**config.mk**
```make
export PLATFORM = sky130hd
export DESIGN_NAME = step_sequencer
export DESIGN_NICKNAME = d
export VERILOG_FILES = /design/src/rtl/step_sequencer.sv
export SDC_FILE = /design/constraint.sdc
export NUM_CORES = 1
export LEC_CHECK = 0
export CAP_MARGIN = 20
export CORE_MARGIN = 1.5
export CORE_UTILIZATION = 30
export DETAILED_ROUTE_END_ITERATION = 10
export PLACE_DENSITY = 0.56
export SLEW_MARGIN = 20
export SYNTH_ARGS = -nofsm -noshare
export SYNTH_HDL_FRONTEND = slang
export SYNTH_SLANG_ARGS = --single-unit
```
**constraint.sdc**
```tcl
create_clock -name clk -period 3.6 [get_ports clk]
set_clock_uncertainty 0.15 [all_clocks]
set_input_delay 0.72 -clock clk [delete_from_list [all_inputs] [get_ports clk]]
set_output_delay 0.72 -clock clk [all_outputs]
set_load 0.05 [all_outputs]
```
**src/rtl/step_sequencer.sv**
```systemverilog
// Multi-cycle Moore control sequencer for the cirno CPU datapath.
// Optional performance counters are built when SEQ_PERF_CNT_EN is defined.
module step_sequencer #(
  parameter int unsigned MEM_RD_WAIT = 0
) (
  input  logic        clk,
  input  logic        init_n,
  input  logic        start,
  input  logic [2:0]  inst_type,
  input  logic        halt,
  output logic        fetch_unit_en,
  output logic        decoder_en,
  output logic        reg_r_en,
  output logic        alu_en,
  output logic        memory_w_en,
  output logic        memory_r_en,
  output logic        reg_w_en,
  output logic        inst_retire,
  output logic        done,
  output logic        illegal_op,
  output logic [15:0] retire_cnt,
  output logic [15:0] cycle_cnt
);

  typedef enum logic [3:0] {
    S_IDLE   = 4'd0,
    S_FETCH  = 4'd1,
    S_DECODE = 4'd2,
    S_OPER   = 4'd3,
    S_EXEC   = 4'd4,
    S_MEMW   = 4'd5,
    S_MEMR   = 4'd6,
    S_WB     = 4'd7,
    S_HALT   = 4'd8
  } state_t;

  localparam logic [2:0] WAIT_LOAD = 3'(MEM_RD_WAIT);

  state_t     state;
  state_t     state_next;
  logic [2:0] cur_type;
  logic [2:0] cur_type_next;
  logic [2:0] wait_cnt;
  logic [2:0] wait_next;
  logic       retire;
  logic       illegal_set;

  // State, latched instruction class and memory-read wait counter
  always_ff @(posedge clk or negedge init_n) begin
    if (!init_n) begin
      state    <= S_IDLE;
      cur_type <= 3'd0;
      wait_cnt <= 3'd0;
    end else begin
      state    <= state_next;
      cur_type <= cur_type_next;
      wait_cnt <= wait_next;
    end
  end

  // Next-state, retirement and illegal-class detection
  always_comb begin
    state_next    = state;
    cur_type_next = cur_type;
    wait_next     = wait_cnt;
    retire        = 1'b0;
    illegal_set   = 1'b0;
    case (state)
      S_IDLE: begin
        if (start) begin
          state_next = S_FETCH;
        end else begin
          state_next = S_IDLE;
        end
      end
      S_FETCH: begin
        state_next = S_DECODE;
      end
      S_DECODE: begin
        cur_type_next = inst_type;
        if (halt) begin
          state_next = S_HALT;
        end else begin
          case (inst_type)
            3'd1, 3'd4, 3'd5, 3'd6: state_next = S_OPER;
            3'd3:                   state_next = S_WB;
            3'd2: begin
              state_next = S_FETCH;
              retire     = 1'b1;
            end
            default: begin
              // classes 0 and 7 retire as no-ops and flag the fault
              state_next  = S_FETCH;
              retire      = 1'b1;
              illegal_set = 1'b1;
            end
          endcase
        end
      end
      S_OPER: begin
        case (cur_type)
          3'd1: state_next = S_EXEC;
          3'd4: begin
            state_next = S_FETCH;
            retire     = 1'b1;
          end
          3'd5: state_next = S_MEMW;
          3'd6: begin
            state_next = S_MEMR;
            wait_next  = WAIT_LOAD;
          end
          default: state_next = S_FETCH;
        endcase
      end
      S_EXEC: begin
        state_next = S_WB;
      end
      S_MEMW: begin
        state_next = S_FETCH;
        retire     = 1'b1;
      end
      S_MEMR: begin
        if (wait_cnt == 3'd0) begin
          state_next = S_WB;
        end else begin
          wait_next = wait_cnt - 3'd1;
        end
      end
      S_WB: begin
        state_next = S_FETCH;
        retire     = 1'b1;
      end
      S_HALT: begin
        if (start) begin
          state_next = S_FETCH;
        end else begin
          state_next = S_HALT;
        end
      end
      default: begin
        state_next = S_IDLE;
      end
    endcase
  end

  // Datapath enables and done, registered from the next state so they track state exactly
  always_ff @(posedge clk or negedge init_n) begin
    if (!init_n) begin
      fetch_unit_en <= 1'b0;
      decoder_en    <= 1'b0;
      reg_r_en      <= 1'b0;
      alu_en        <= 1'b0;
      memory_w_en   <= 1'b0;
      memory_r_en   <= 1'b0;
      reg_w_en      <= 1'b0;
      done          <= 1'b0;
    end else begin
      fetch_unit_en <= (state_next == S_FETCH);
      decoder_en    <= (state_next == S_DECODE);
      reg_r_en      <= (state_next == S_OPER);
      alu_en        <= (state_next == S_EXEC);
      memory_w_en   <= (state_next == S_MEMW);
      memory_r_en   <= (state_next == S_MEMR);
      reg_w_en      <= (state_next == S_WB);
      done          <= (state_next == S_HALT);
    end
  end

  // Sticky illegal-class flag, cleared only by reset
  always_ff @(posedge clk or negedge init_n) begin
    if (!init_n) begin
      illegal_op <= 1'b0;
    end else if (illegal_set) begin
      illegal_op <= 1'b1;
    end else begin
      illegal_op <= illegal_op;
    end
  end

  // Retirement in DECODE depends on that cycle's decoder inputs, so it cannot be registered
  assign inst_retire = retire;

`ifdef SEQ_PERF_CNT_EN
  logic [15:0] retire_q;
  logic [15:0] cycle_q;
  logic        active;

  assign active = (state != S_IDLE) && (state != S_HALT);

  // Saturating retire and active-cycle counters; a fresh start from IDLE clears them
  always_ff @(posedge clk or negedge init_n) begin
    if (!init_n) begin
      retire_q <= 16'd0;
      cycle_q  <= 16'd0;
    end else if ((state == S_IDLE) && start) begin
      retire_q <= 16'd0;
      cycle_q  <= 16'd0;
    end else begin
      if (retire && (retire_q != 16'hFFFF)) begin
        retire_q <= retire_q + 16'd1;
      end else begin
        retire_q <= retire_q;
      end
      if (active && (cycle_q != 16'hFFFF)) begin
        cycle_q <= cycle_q + 16'd1;
      end else begin
        cycle_q <= cycle_q;
      end
    end
  end

  assign retire_cnt = retire_q;
  assign cycle_cnt  = cycle_q;
`else
  assign retire_cnt = 16'd0;
  assign cycle_cnt  = 16'd0;
`endif

endmodule
```
# Yosys cells after proc, flatten, opt, wreduce, memory -nomap -nowiden
# Index checks and enable logic that the tools add are counted.
# classes
n_addsub	1
multipliers	0
div	0
order_cmp	0
n_eq_ne	28
shifts	0
muxes	17
bitwise_logic	0
n_reduce_logical	8
# op_table
op	count
$eq A4 B3 Y1 const B	8
$pmux W4 S8	1
$eq A3 B3 Y1 const B	6
$eq A4 B2 Y1 const B	4
$mux W4	3
$pmux W3 S2	2
$pmux W3 S3	1
$eq A4 B1 Y1 const B	2
$eq A4 B4 Y1 const B	2
$mux W1	7
$eq A3 B1 Y1 const B	2
$eq A3 B2 Y1 const B	2
$mux W3	2
$reduce_or A6 Y1	1
$reduce_or A5 Y1	1
$logic_not A4 Y1	1
$ne A2 B2 Y1 const B	2
$reduce_or A4 Y1	1
$logic_not A3 Y1	1
$pmux W1 S3	1
$reduce_and A3 Y1	1
$sub A3 B1 Y3 const B	1
$reduce_bool A2 Y1	1
$reduce_or A2 Y1	1
# totals
reg_bits	19
latch_bits	0
ram_bits	0
rom_bits	0
inputBits	7
output_inout_bits	42
word_cells	66
n_memories	0

# Depth between registers and ports, before layout
# depth
ltp_word	6
mapped_depth	7
mapped_depth_nobuf	7

# Worst setup path after synthesis
# Ideal clock, no wire load.
# synth_timing
path_kind	reg2out
from	reg state[3]
to	out inst_retire
arrival_ns	1.502
required_time_ns	2.730
setup_slack_ns	1.228
path_stages_with_launch	6
n_path_buf	1
cell_sequence	dfrtp_1 buf_6 nor4b_4 nor2b_1 a22oi_1 nand2_1
# synth_between
elab_chain_len	3
word_cells_on_any_way	6
cone_classes	eq/ne (4); mux (1); reduce/logical (1)
# synth_lines
element	line_no	rtl
from (decl)	39	state_t state;
from (signal assigned)	55	state <= state_next;
$eq A4 B3 Y1	68	case (state)
$reduce_or A2 Y1 (no line)	-	
$pmux W1 S3 (*)	68	
to (decl)	18	output logic inst_retire,
# Every way passes the cells marked *; elsewhere a longest branch is shown, timed or not.

# Final worst setup path
# layout_timing
from	in inst_type[0]
to	out inst_retire
# layout_between
elab_chain_len	5
word_cells_on_any_way	9
cone_classes	eq/ne (5); mux (3); reduce/logical (1)
# layout_lines
element	line_no	rtl
from (decl)	9	input logic [2:0] inst_type,
$eq A3 B2 Y1 (tied with other cells)	84	case (inst_type)
$reduce_or A5 Y1 (no line) (*)	-	
$mux W1 (*)	84	
$mux W1 (*)	81	if (halt) begin
$pmux W1 S3 (*)	68	
# Marked as above.

==> results.toml <==
[logic_synthesis]
ys.flop_type = "dfrtp_1"
yosysWarningCount = 0
avgSynthCellArea_um2 = 10.3
syn-cell-area_um2 = 1250
yosysUniqueCellTypes = 42
synth_top_family_by_area = "simple AND/OR/NAND/NOR gates"
muxShareOfSynthArea = 0.0261
synth-seq-cells = 19
ys_async_sr_fraction = 1.00
synthCells = 121
synth-compound-area-share = 0.0743
synthTopCellsByArea = "dfrtp_1 (38%), buf_4 (20%), and4bb_4 (2.6%), nor2_1 (2.1%), ha_1 (2.0%)"
synth_largest_area_cell = "dfrtp_1"
synth-xor-area-share = 0
synth_top_area_frac = 0.382
seq_area_frac_synth = 0.382
yosys.area_share.adder = 0.0201
synth_edf_count = 0
yosys.area_share.simple = 0.264

[clock_tree]
clockBufferDepth = 2
cts_hold_buffers = 0
post_cts_buffers = 0
cts_root_buf = "clkbuf_8"
tritoncts = "done"
clk_pin_slew_ns = 0.07
cts_inserted_buffers = 3
ctsResizeCount = 0
cts.sinks = 19
htreeDepth = 1
clk_latency_ns = 0.25

[sta]
rsz0062_at_grt = "false"
setup_viol = 0
finalCritPeriodShare = 0.772
min_period_ns = 2.78
report.final.slew_viol_count = 0
worst_pin_slew_ns = 0.845
fin_setup_tns_ns = 0
slew_headroom = 0.435
hold_viol = 0
fmax_mhz = 360

[floorplan]
die_y_um = 67.5
dieArea_um2 = 4550
core_area_um2 = 4000
initial_utilization = 0.312
io_pins = 49
num_rows = 23
die_x_um = 67.5

[setup_path]
cp.required_ns = 2.73
start_kind = "input port"
crit_start = "inst_type[0]"
crit_path_top_delay_cell = "clkdlybuf4s50_1"
cp.arrival_ns = 1.91
r2r-start = "state[0]"
critPathCaptureType = "output pin"
worstSetupPathType = "in2out"
critPathMaxStageDelay_ns = 0.48
cp_cell_sequence = "clkdlybuf4s50_1, nand3_1, o21ai_0, a22oi_1, nand2_1, buf_4"
cp_max_fo = 6
path_buf_inv = 2
critPathTopFamily = "buffers and inverters"

[final_layout]
final_nets = 146
multiInputGateArea_um2 = 599
fill_cells = 411
syn2layout_area_growth_pct = 9.14
seq_area_um2 = 475
layout-drive-gt1-share = 0.125
diodes = 0

[power_and_ir_drop]
peakVddDrop_mv = 0.191
p_leak_uw = 0.000634
finalPower_uw = 1110
power.density_nw_per_um2 = 816

[hold_path]
hp-start = "illegal_op"
hold_class = "reg2reg"

[global_routing]
grt_overflow = 0
grt_pass1_wl_um = 3240
grt_pass1_vias = 699
antenna_found_initial = 0
grt_max_degree = 20
track_usage = 0.0953

[run]
drv_cap = 0

[placed_design]
dpl.hpwl_um = 1530
io_buffers = 16
routabilityCongestion = 0.831

[route]
dr_total_vias = 788
drc = 0
routed_wl_um = 2010
vias_per_cell = 4.24
ant_nets = 0
drtIter0Drc = 21
detail_route.wl_per_cell_um = 10.8
drt_first_pass_iters = 4

[status]
outcome = "completed"
## cell usage after synthesis (all sizes together) (2+ instances only)
master / n
buf: 36
dfrtp: 19
nor2: 7
inv: 5
nand3: 5
nand2: 4
nor3b: 4
nor4b: 4
and4bb: 3
nor2b: 3
o21ai: 3
a21oi: 2
and3: 2
ha: 2
mux2: 2
nor3: 2
## cell usage in the layout (no fill, tap or decap), drive strengths merged, types with 3 or more instances in the layout
master / n
clkdlybuf4s50: 15
dfrtp: 19
conb: 32
nor2: 7
nor3b: 4
o21ai: 3
nor4b: 4
nand3: 5
clkbuf: 3
and4bb: 3
nand2: 4
inv: 5
nor2b: 3
## where the power goes
part	internal, uW	leakage (uW)	switching [uW]	total (uW)
Combinational	215	0.000365	362	577
Sequential	288	0.000244	98.3	387
Clock	76.8	0.0000255	68.7	145
Total	580	0.000634	529	1110
## sequential cells by signal (all words and copies together), names as in the netlist
signal and count:
alu_en 1, cur_type 3, decoder_en 1, done 1, fetch_unit_en 1, illegal_op 1
memory_r_en 1, memory_w_en 1, reg_r_en 1, reg_w_en 1, state 4, wait_cnt 3
## path summary, 6_finish.rpt
kind | slack (ns) | cells after the start | to
max in group asynchronous | 1.98 | 1 | reg_w_en
worst max-delay path | 0.82 | 6 | inst_retire
worst min register to register | 0.32 | 1 | illegal_op
worst max register to register | 1.54 | 5 | wait_cnt[0]
worst min-delay path | 0.32 | 1 | illegal_op
min in group asynchronous | 0.80 | 1 | done
## logic make-up after synthesis
logic type	after synthesis
muxes	3
other	1
and+or+nand+nor	42
buffers and inverters	41
adders and majority gates	2
DFF	19
AOI/OAI and AO/OA	13
## through the flow
stage	instances	hold WS [ns]	setup slack [ns]	instance area, um^2	util
after CTS	186	0.325	0.811	1360	0.340
final	186	0.323	0.822	1360	0.340
after global routing	186	0.353	0.687	1360	0.340
after global placement	182	0.296	0.875	1310	0.328
after floorplan	152	0.274	1.23	1360	-
after detailed placement	182	0.301	0.815	1310	0.328
## worst register-to-register path: cells and delay by family (launching register included)
kind | cells | cell delay, ns
flops | 1 | 0.53
mux | 1 | 0.10
simple gates | 4 | 1.16
## cell type report
cell class	instances	share of cell area
flip-flops and latches	19	0.350
inverters	5	0.0138
clock inverters	1	0.00368
clock buffers	3	0.0304
repair buffers	16	0.116
multi-input cells	92	0.441
well taps	50	0.0460
## metal layers
layer  part of all wire  track usage  vias to the layer above
met4              0.020       0.0536                        0
met1               0.41        0.116                      374
met5                  0            0                        -
met2               0.51        0.160                       27
li1                   -            -                      383
met3              0.058       0.0150                        4
No activity file was read; power rests on OpenSTA's default activity.
==> RTL edit (config.mk and constraints unchanged) <==
Add a define of `SEQ_PERF_CNT_EN`.
--- a/src/rtl/step_sequencer.sv
+++ b/src/rtl/step_sequencer.sv
@@ -2,2 +2,4 @@
 // Optional performance counters are built when SEQ_PERF_CNT_EN is defined.
+`define SEQ_PERF_CNT_EN
+
 module step_sequencer #(
Formal check against the unedited RTL: not equivalent (Yosys sat finds a counterexample within 4 cycles, from zero or initial values).
==> RTL edit against the unedited design <==
Count of clock-buffer cells in the layout grew 3. Combinational power grew 64%. Critical endpoint unchanged. Largest cell class unchanged. Final area grew 150%. Cell count grew 140%. Setup slack lost 320 ps. Critical path depth is the same. Sequential cell count grew 32. Routed wire length grew to 3.0 times the old value. Sequential power grew 110%. Synthesized area grew 110%. Total power grew 96%.
==> RTL edit: results <==
<?xml version="1.0" encoding="UTF-8"?>
<metrics>
  <group name="cts">
    <metric name="clock_sink_count" unit="">51</metric>
    <metric name="clock_latency" unit="ps">300</metric>
    <metric name="clock_h_tree_levels" unit="">2</metric>
  </group>
  <group name="synth">
    <metric name="synth.top_cells.by_count" unit="">51 x dfrtp_1, 38 x nand2_1, 24 x nor2_1, 20 x nand3_1, 12 x a21oi_1</metric>
    <metric name="yosys.cell_types.count" unit="">49</metric>
    <metric name="ys_seq_area_share" unit="%">48.1</metric>
  </group>
  <group name="grt">
    <metric name="grt_pass1_wl" unit="µm">10300</metric>
    <metric name="grt_util_all_layers" unit="%">13.4</metric>
    <metric name="pin_count_of_the_biggest_net_entering_global_routing" unit="">30</metric>
    <metric name="globalRouteMet1Util" unit="%">19.7</metric>
  </group>
  <group name="route">
    <metric name="total_vias_in_the_final_route" unit="">2251</metric>
    <metric name="routedWlPerCell" unit="µm">13.9</metric>
    <metric name="wl_met1" unit="µm">3060</metric>
    <metric name="met3_wirelength" unit="µm">265</metric>
    <metric name="drt_first_iter_violations" unit="">130</metric>
  </group>
  <group name="cells_and_area">
    <metric name="seqAreaFraction" unit="%">38.0</metric>
    <metric name="multi_input_area" unit="mm²">0.00128</metric>
    <metric name="number_of_non_clock_buffers_in_the_layout" unit="">54</metric>
  </group>
  <group name="pwr">
    <metric name="power.ir.vdd_worst" unit="V">0.000228</metric>
    <metric name="power.sequential.fraction" unit="%">37.1</metric>
    <metric name="swShare" unit="%">42.9</metric>
    <metric name="clockNetworkPower" unit="mW">0.416</metric>
  </group>
  <group name="sta">
    <metric name="holdWs" unit="ps">238</metric>
    <metric name="timing_worst_slew_pin_value" unit="ps">679</metric>
  </group>
  <group name="worst_setup_path">
    <metric name="critPathArrivalTime" unit="ps">2230</metric>
  </group>
  <group name="run_status">
    <metric name="run_status" unit="">complete, no violations</metric>
  </group>
</metrics>
## RTL edit: cell types whose count changed after synthesis, sizes merged, moves of 10 or more
| cell | delta |
|---|---|
| a21oi | +10 |
| buf | -31 |
| dfrtp | +32 |
| nand2 | +34 |
| nand3 | +15 |
| nor2 | +18 |
## RTL edit: logic make-up after synthesis
| family | synth area share (%) |
|---|---|
| simple gates | 27.7 |
| flops | 48.1 |
| compound gates | 12.3 |
| fa+ha+maj | 1.89 |
| buf+inv | 3.63 |
| mux | 3.02 |
| xor+xnor | 3.30 |
## RTL edit: path summary, 6_finish.rpt
check	depth (start not counted)	start	endpoint
worst min-delay path	1	init_n	cycle_cnt[11]
min in group clk	1	illegal_op	illegal_op
worst max register to register	6	state[0]	retire_cnt[9]
worst max-delay path	6	inst_type[2]	inst_retire
max in group asynchronous	2	init_n	retire_cnt[13]
worst min register to register	1	illegal_op	illegal_op
